[src/rtl/booth_mult_sched.sv]
// Job feeder and result collector for the 8x8 radix-4 Booth multiplier.
// Optional product checker enabled by defining BOOTH_SCHED_CHECK_EN.
module booth_mult_sched #(
  parameter int unsigned DEPTH   = 4,
  parameter int unsigned TIMEOUT = 64
) (
  input  logic        clk,
  input  logic        rst,
  input  logic        in_valid,
  output logic        in_ready,
  input  logic [7:0]  in_mplier,
  input  logic [7:0]  in_mcand,
  output logic [7:0]  mul_mplier,
  output logic [7:0]  mul_mcand,
  output logic        mul_go,
  output logic        mul_rst,
  input  logic [17:0] mul_ans,
  input  logic        mul_over,
  output logic        out_valid,
  input  logic        out_ready,
  output logic [15:0] out_product,
  output logic [7:0]  out_mplier,
  output logic [7:0]  out_mcand,
  output logic        err_timeout,
  output logic        err_mismatch
);

  localparam int unsigned PTR_W = (DEPTH > 1) ? $clog2(DEPTH) : 1;
  localparam int unsigned CNT_W = $clog2(DEPTH + 1);
  localparam int unsigned WD_W  = (TIMEOUT > 1) ? $clog2(TIMEOUT) : 1;

  typedef enum logic [1:0] {S_IDLE, S_RUN, S_REARM, S_ABORT} state_e;

  state_e             state_q, state_d;
  logic [15:0]        fifo_q [DEPTH];
  logic [15:0]        fifo_d [DEPTH];
  logic [PTR_W-1:0]   wr_ptr_q, wr_ptr_d, rd_ptr_q, rd_ptr_d;
  logic [CNT_W-1:0]   count_q, count_d;
  logic [WD_W-1:0]    wd_q, wd_d;
  logic               in_ready_q, in_ready_d;
  logic [7:0]         mul_mplier_q, mul_mplier_d, mul_mcand_q, mul_mcand_d;
  logic               mul_go_q, mul_go_d, mul_rst_q, mul_rst_d;
  logic               out_valid_q, out_valid_d;
  logic [15:0]        out_product_q, out_product_d;
  logic [7:0]         out_mplier_q, out_mplier_d, out_mcand_q, out_mcand_d;
  logic               err_timeout_q, err_timeout_d;
  logic               push_c, pop_c, capture_c;
  logic               ans_unused_c;

  // Product lives in ans[16:1]; the outer bits carry nothing useful.
  assign ans_unused_c = ^{mul_ans[17], mul_ans[0]};

  assign push_c    = in_valid && in_ready_q;
  assign pop_c     = (state_q == S_IDLE) && (count_q != '0) && !out_valid_q;
  assign capture_c = (state_q == S_RUN) && mul_over;

  always_ff @(posedge clk or posedge rst) begin
    if (rst) state_q <= S_IDLE;
    else     state_q <= state_d;
  end

  // Completion beats the watchdog when both land on the same cycle.
  always_comb begin
    state_d = state_q;
    case (state_q)
      S_IDLE:  if (pop_c) state_d = S_RUN;
      S_RUN: begin
        if (mul_over)                           state_d = S_REARM;
        else if (wd_q == WD_W'(TIMEOUT - 1))    state_d = S_ABORT;
      end
      S_REARM: if (!mul_over) state_d = S_IDLE;
      S_ABORT: state_d = S_IDLE;
      default: state_d = S_IDLE;
    endcase
  end

  always_comb begin
    mul_go_d      = (state_d == S_RUN);
    mul_rst_d     = (state_d == S_ABORT);
    err_timeout_d = err_timeout_q || (state_d == S_ABORT);
  end

  always_comb begin
    fifo_d        = fifo_q;
    wr_ptr_d      = wr_ptr_q;
    rd_ptr_d      = rd_ptr_q;
    count_d       = count_q;
    wd_d          = wd_q;
    mul_mplier_d  = mul_mplier_q;
    mul_mcand_d   = mul_mcand_q;
    out_valid_d   = out_valid_q;
    out_product_d = out_product_q;
    out_mplier_d  = out_mplier_q;
    out_mcand_d   = out_mcand_q;
    if (push_c) begin
      fifo_d[wr_ptr_q] = {in_mplier, in_mcand};
      wr_ptr_d         = wr_ptr_q + PTR_W'(1);
    end
    if (state_q == S_RUN) wd_d = wd_q + WD_W'(1);
    if (pop_c) begin
      {mul_mplier_d, mul_mcand_d} = fifo_q[rd_ptr_q];
      rd_ptr_d = rd_ptr_q + PTR_W'(1);
      wd_d     = '0;
    end
    case ({push_c, pop_c})
      2'b10:   count_d = count_q + CNT_W'(1);
      2'b01:   count_d = count_q - CNT_W'(1);
      default: count_d = count_q;
    endcase
    if (out_valid_q && out_ready) out_valid_d = 1'b0;
    if (capture_c) begin
      out_valid_d   = 1'b1;
      out_product_d = mul_ans[16:1];
      out_mplier_d  = mul_mplier_q;
      out_mcand_d   = mul_mcand_q;
    end
    in_ready_d = (count_d != CNT_W'(DEPTH));
  end

  always_ff @(posedge clk or posedge rst) begin
    if (rst) begin
      for (int unsigned i = 0; i < DEPTH; i++) fifo_q[i] <= '0;
      wr_ptr_q      <= '0;
      rd_ptr_q      <= '0;
      count_q       <= '0;
      wd_q          <= '0;
      in_ready_q    <= 1'b0;
      mul_mplier_q  <= '0;
      mul_mcand_q   <= '0;
      mul_go_q      <= 1'b0;
      mul_rst_q     <= 1'b0;
      out_valid_q   <= 1'b0;
      out_product_q <= '0;
      out_mplier_q  <= '0;
      out_mcand_q   <= '0;
      err_timeout_q <= 1'b0;
    end else begin
      fifo_q        <= fifo_d;
      wr_ptr_q      <= wr_ptr_d;
      rd_ptr_q      <= rd_ptr_d;
      count_q       <= count_d;
      wd_q          <= wd_d;
      in_ready_q    <= in_ready_d;
      mul_mplier_q  <= mul_mplier_d;
      mul_mcand_q   <= mul_mcand_d;
      mul_go_q      <= mul_go_d;
      mul_rst_q     <= mul_rst_d;
      out_valid_q   <= out_valid_d;
      out_product_q <= out_product_d;
      out_mplier_q  <= out_mplier_d;
      out_mcand_q   <= out_mcand_d;
      err_timeout_q <= err_timeout_d;
    end
  end

`ifdef BOOTH_SCHED_CHECK_EN
  logic               err_mismatch_q, err_mismatch_d;
  logic signed [15:0] mplier_ext_c, mcand_ext_c, exp_product_c;

  // Reference signed product of the operands currently held on the multiplier.
  always_comb begin
    mplier_ext_c   = 16'($signed(mul_mplier_q));
    mcand_ext_c    = 16'($signed(mul_mcand_q));
    exp_product_c  = 16'(mplier_ext_c * mcand_ext_c);
    err_mismatch_d = err_mismatch_q;
    if (capture_c && (mul_ans[16:1] != exp_product_c)) err_mismatch_d = 1'b1;
  end

  always_ff @(posedge clk or posedge rst) begin
    if (rst) err_mismatch_q <= 1'b0;
    else     err_mismatch_q <= err_mismatch_d;
  end

  assign err_mismatch = err_mismatch_q;
`else
  assign err_mismatch = 1'b0;
`endif

  assign in_ready    = in_ready_q;
  assign mul_mplier  = mul_mplier_q;
  assign mul_mcand   = mul_mcand_q;
  assign mul_go      = mul_go_q;
  assign mul_rst     = mul_rst_q;
  assign out_valid   = out_valid_q;
  assign out_product = out_product_q;
  assign out_mplier  = out_mplier_q;
  assign out_mcand   = out_mcand_q;
  assign err_timeout = err_timeout_q;

endmodule

[config.mk]
export PLATFORM = sky130hd
export DESIGN_NAME = booth_mult_sched
export DESIGN_NICKNAME = d
export VERILOG_FILES = /design/src/rtl/booth_mult_sched.sv
export SDC_FILE = /design/constraint.sdc
export NUM_CORES = 1
export LEC_CHECK = 0
export BUFFER_PORTS_ARGS = -buffer_cell sky130_fd_sc_hd__clkbuf_2
export CAP_MARGIN = 20
export CORE_ASPECT_RATIO = 1.4
export CORE_MARGIN = 2
export CORE_UTILIZATION = 50
export DETAILED_ROUTE_END_ITERATION = 6
export GPL_TIMING_DRIVEN = 0
export PLACE_DENSITY = 0.83
export SYNTH_ARGS = -nofsm -noshare
export SYNTH_HDL_FRONTEND = slang
export SYNTH_SLANG_ARGS = --single-unit
[constraint.sdc]
create_clock -name clk -period 5.8 [get_ports clk]
set_input_delay 0.58 -clock clk [delete_from_list [all_inputs] [get_ports clk]]
set_output_delay 0.58 -clock clk [all_outputs]
set_load 0.01 [all_outputs]
==> Word level (Yosys, flattened, before mapping) <==
Index checks and enable logic that the tools add are counted.
{ "word_totals": {"register_bits": 132, "inputBits": 39, "output_inout_bits": 54, "wordCells": 66} }
{ "op_classes": {"add_sub_neg": 5, "order_cmp": 3, "eq_ne": 9, "mux": 16, "bitwise": 2, "reduce_logical": 12} }
{ "op_table": {"columns": ["cell", "n"], "rows": [
  ["$bwmux 64", 1],
  ["$mux 16", 3],
  ["$bmux 16 s2", 1],
  ["$demux 16 s2", 1],
  ["$mux 6", 2],
  ["$eq 2x2->1 const B", 4],
  ["$mux 2", 4],
  ["$pmux 2 s4", 1],
  ["$add 6x1->6 const B", 1],
  ["$eq 2x1->1 const B", 3],
  ["$eq 6x6->1 const B", 1],
  ["$ge 3x3->1 const B", 2],
  ["$logic_and 1x1->1", 6],
  ["$not 2->3", 2],
  ["$pmux 3 s2", 1],
  ["$add 2x1->2 const B", 2],
  ["$reduce_bool 2->1", 2],
  ["$add 3x1->3 const B", 1],
  ["$lt 3x1->1 const B", 1],
  ["$ne 3x3->1 const B", 1],
  ["$reduce_bool 3->1", 1],
  ["$sub 3x1->3 const B", 1],
  ["$logic_not 2->1", 1],
  ["$mux 1", 2],
  ["2 further kinds", 2]
]} }

==> Longest topological paths before layout <==
{ "logic_depth": {"depth_word": 7, "ltp_mapped": 11, "ltp_nobuf": 8} }

==> Worst setup path after synthesis <==
Ideal clock, no wire load.
{ "synth_timing": {"path_kind": "register -> register", "startpoint": "register state_q[0]", "endpoint": "register in_ready_q, in the netlist in_ready", "setup_ps": 124, "t_arrival_ps": 2430, "t_required_ps": 5676, "slack_ps": 3246, "stages_incl_launch_ff": 12, "path_buffers": 3, "synth_period_minus_slack_ps": 2554, "path_cell_list": "dfrtp_1 > buf_2 > nor3_2 > and2_4 > buf_6 > buf_6 > ha_1 > inv_1 > fa_1 > xor2_1 > or3_1 > a211o_1"} }
{ "synth_between": {"elab_chain_cells": 6, "elab_cells_between_ends": 7, "classes_between": "eq/ne (3); mux (1); reduce/logical (3)"} }
{ "synth_rtl": {"columns": ["item", "line", "rtl"], "rows": [
  ["from (decl)", "34", "state_e state_q, state_d;"],
  ["from (signal assigned)", "59", "else state_q <= state_d;"],
  ["$logic_not 2->1 *", "54", "assign pop_c = (state_q == S_IDLE) && (count_q != '0) && !out_valid_q;"],
  ["$logic_and 1x1->1 * (2 in a row)", "54", null],
  ["net pop_c", "47", "logic push_c, pop_c, capture_c;"],
  ["$eq 2x1->1 / $eq 2x2->1 (equally long branches)", "105", "case ({push_c, pop_c})"],
  ["$pmux 3 s2 *", "105", null],
  ["$ne 3x3->1 *", "117", "in_ready_d = (count_d != CNT_W'(DEPTH));"],
  ["net in_ready_d", "40", "logic in_ready_q, in_ready_d;"],
  ["to (signal assigned)", "143", "in_ready_q <= in_ready_d;"],
  ["to (decl)", "40", null]
]} }
Mark *: on every way through the listed nets, which the timed path passes. The rest lies on a longest branch.
A chain may end at the register's enable or synchronous reset.

==> Final worst setup path <==
Same ends and word-level chain as after synthesis.

==> impl_metrics.toml <==
[status]
status = "finished, final reports clean"

[detailed_routing]
routed_wl_mm = 10.3
drc_errors = 0
wl_per_cell_um = 17.0
via_count = 3190
drtPass1Iterations = 4
viasPerCell = 5.26
ant_nets = 0
first_iter_violations = 145

[sta]
period_needed_ns = 2.81
setup_tns_ns = 0
skew_ns = 0.00483
setup_viol = 0
relSlewSlack_pct = 56.3
rsz0062_at_grt = "no"
min_period_over_period_pct = 48.5
final_hold_viol_count = 0
slew_viol_final = 0
fmax_mhz = 355
tightest_slew_ns = 0.655

[die]
die_h_um = 129
coreArea_um2 = 10900
io_pins = 93
dieWidth_um = 93.3
initial_core_util_pct = 51.4
dieArea_um2 = 12000
rows = 45

[clocking]
cts_setup_buffers = 0
cts_root_buf = "clkbuf_16"
ctsResizeCount = 0
cts.sinks = 132
numCtsBuffers = 17
cts_tree = "yes"
clk_latency_ns = 0.41
htreeDepth = 4
cts_buffer_depth = 2
cts_hold_buf = 0
clkSlewWorstSetupHoldPaths_ns = 0.05

[yosys]
ys_ff_latch = 132
syn_area_per_cell_um2 = 16.1
synth_edf_count = 0
synth_seq_area_share_pct = 59.1
synthCells = 348
synth.distinct_cells = 36
yosys_most_used_dff = "dfrtp_1"
syn-num-nets = 394
syn-cell-area_um2 = 5590
yosysWarnings = 0
async_flop_share_pct = 100

[setup_path]
worst_setup_path_start_kind = "flip-flop"
required_ns = 6.08
cp_common_cell = "buf_6"
slowest_stage = "fa_1"
cp_cell_sequence = "buf_2, nor3_2, and2_4, buf_6, buf_6, ha_1, inv_1, fa_1, xor2_1, or3_1, a211o_1"
reg2reg_from = "state_q[0]"
cp-startpoint = "state_q[0]"
crit_path_max_fanout = 10
worst-setup-path-type = "flip-flop to flip-flop"
slowest_delay_ns = 0.37
crit_arrival_ns = 3.10
worst_setup_path_end_kind = "flip-flop"

[power]
clock_power_share_pct = 22.8
cellLeakagePower_nw = 3.16
p_sw_mw = 1.31
vdd.ir_drop.worst_mv = 0.287
p_int_mw = 2.99
switching_share_pct = 30.4
p_per_area_nw_per_um2 = 633
combPwrFrac_pct = 38.7
seqPwrFrac_pct = 38.5

[global_route]
antenna_found_initial = 0
grt_max_degree = 88
grt_pass1_wl_mm = 16.8
first_global_vias = 3346
grt_usage_pct = 18.6
gr-total-overflow = 0

[finish]
final_common_cell = "dfrtp_1"
fin_nets = 502
final_util_pct = 62.5
layout-drive-gt1-share_pct = 56.7
diodes = 0
final_cell_mix = "132 x dfrtp_1, 101 x mux2_2, 88 x clkbuf_2"
area_delta_synth_final_pct = 21.5

[placed_design]
dp_hpwl_mm = 7.66
place.gp.congestion = 0.749
port_buffers = 88

[run]
maxCapViolations = 0

[worst_hold_path]
hold_path.class = "input pin to async pin"
[power groups by stage]
stage	combinational (mW)	clock (mW)	sequential, mW
floorplan	1.17	0	1.67
global placement	1.61	0	1.62
detailed placement	1.68	0	1.67
CTS	1.69	0.998	1.66
global route	1.79	1.05	1.71
finish	1.66	0.981	1.65
[logic make-up (layout without fill, tap and decap cells)]
family | Yosys count | count (layout) | share of synthesized area, %
compound gates | 12 | 12 | 1.32
mux | 131 | 131 | 30.4
buf+inv | 28 | 146 | 3.05
simple gates | 29 | 29 | 3.11
other cells | 1 | 1 | 0.0671
fa+ha+maj | 7 | 7 | 1.70
xor+xnor | 8 | 8 | 1.25
flops | 132 | 132 | 59.1
[stage by stage]
stage	instance area, um^2	std cells	setup slack (ns)	total power [mW]	hold WS, ns
final	6790	607	2.99	4.30	0.179
after global routing	6790	607	2.82	4.55	0.207
after CTS	6790	607	2.99	4.35	0.180
after detailed placement	6240	578	3.00	3.35	0.465
after global placement	6200	577	0.623	3.23	0.462
after floorplan	5590	348	1.69	2.84	0.474
[Yosys cell counts (all sizes together) (4+ instances only)]
cell type	count	area share [%]
buf	15	2.2
xor2	4	0.63
nand2	4	0.27
o21ai	5	0.45
dfrtp	132	59
ha	6	1.3
inv	10	0.67
mux2	113	24
xnor2	4	0.63
or3	5	0.65
nand3	5	0.45
nor2	5	0.34
mux4	16	6.4
[worst max-delay path, delay by kind of cell, from the launching register on]
kind	cells	cell delay [ns]
flip-flops	1	0.35
adder cells (fa/ha/maj)	2	0.57
XOR/XNOR	1	0.16
AO/OA/AOI/OAI	1	0.32
buffers and inverters	4	0.52
AND/OR/NAND/NOR	3	0.76
[routing by layer]
layer / part of all wire (%) / GRT usage, %
met1: 40 / 21.3
met2: 53 / 32.0
met3: 4.4 / 5.76
met4: 2.1 / 8.04
met5: 0 / 0
[final cells by class]
type,count,area [um^2]
buffer,18,133
clock buffer,24,502
fill,804,4080
tap,141,176
sequential,132,3300
multi-input combinational,188,2110
clock inverter,5,50.0
inverter,10,42.5
timing repair buffer,89,468
[registers in the layout (all words and copies together) (netlist names), 2 cells and up]
| register | flops |
|---|---|
| count_q | 3 |
| wd_q | 6 |
| state_q | 2 |
| rd_ptr_q | 2 |
| out_mplier | 8 |
| fifo_q | 64 |
| wr_ptr_q | 2 |
| mul_mplier | 8 |
| out_mcand | 8 |
| out_product | 16 |
| mul_mcand | 8 |
[worst paths after layout]
kind | end | slack, ns | cells after the start
worst max-delay path | in_ready | 2.99 | 11
worst min register to register | err_timeout | 0.47 | 1
max in group asynchronous | wr_ptr_q[1] | 4.88 | 3
worst min-delay path | out_product[8] | 0.18 | 2
worst max register to register | in_ready | 2.99 | 11
min in group clk | out_valid | 0.36 | 2
No activity file was read; power rests on OpenSTA's default activity.
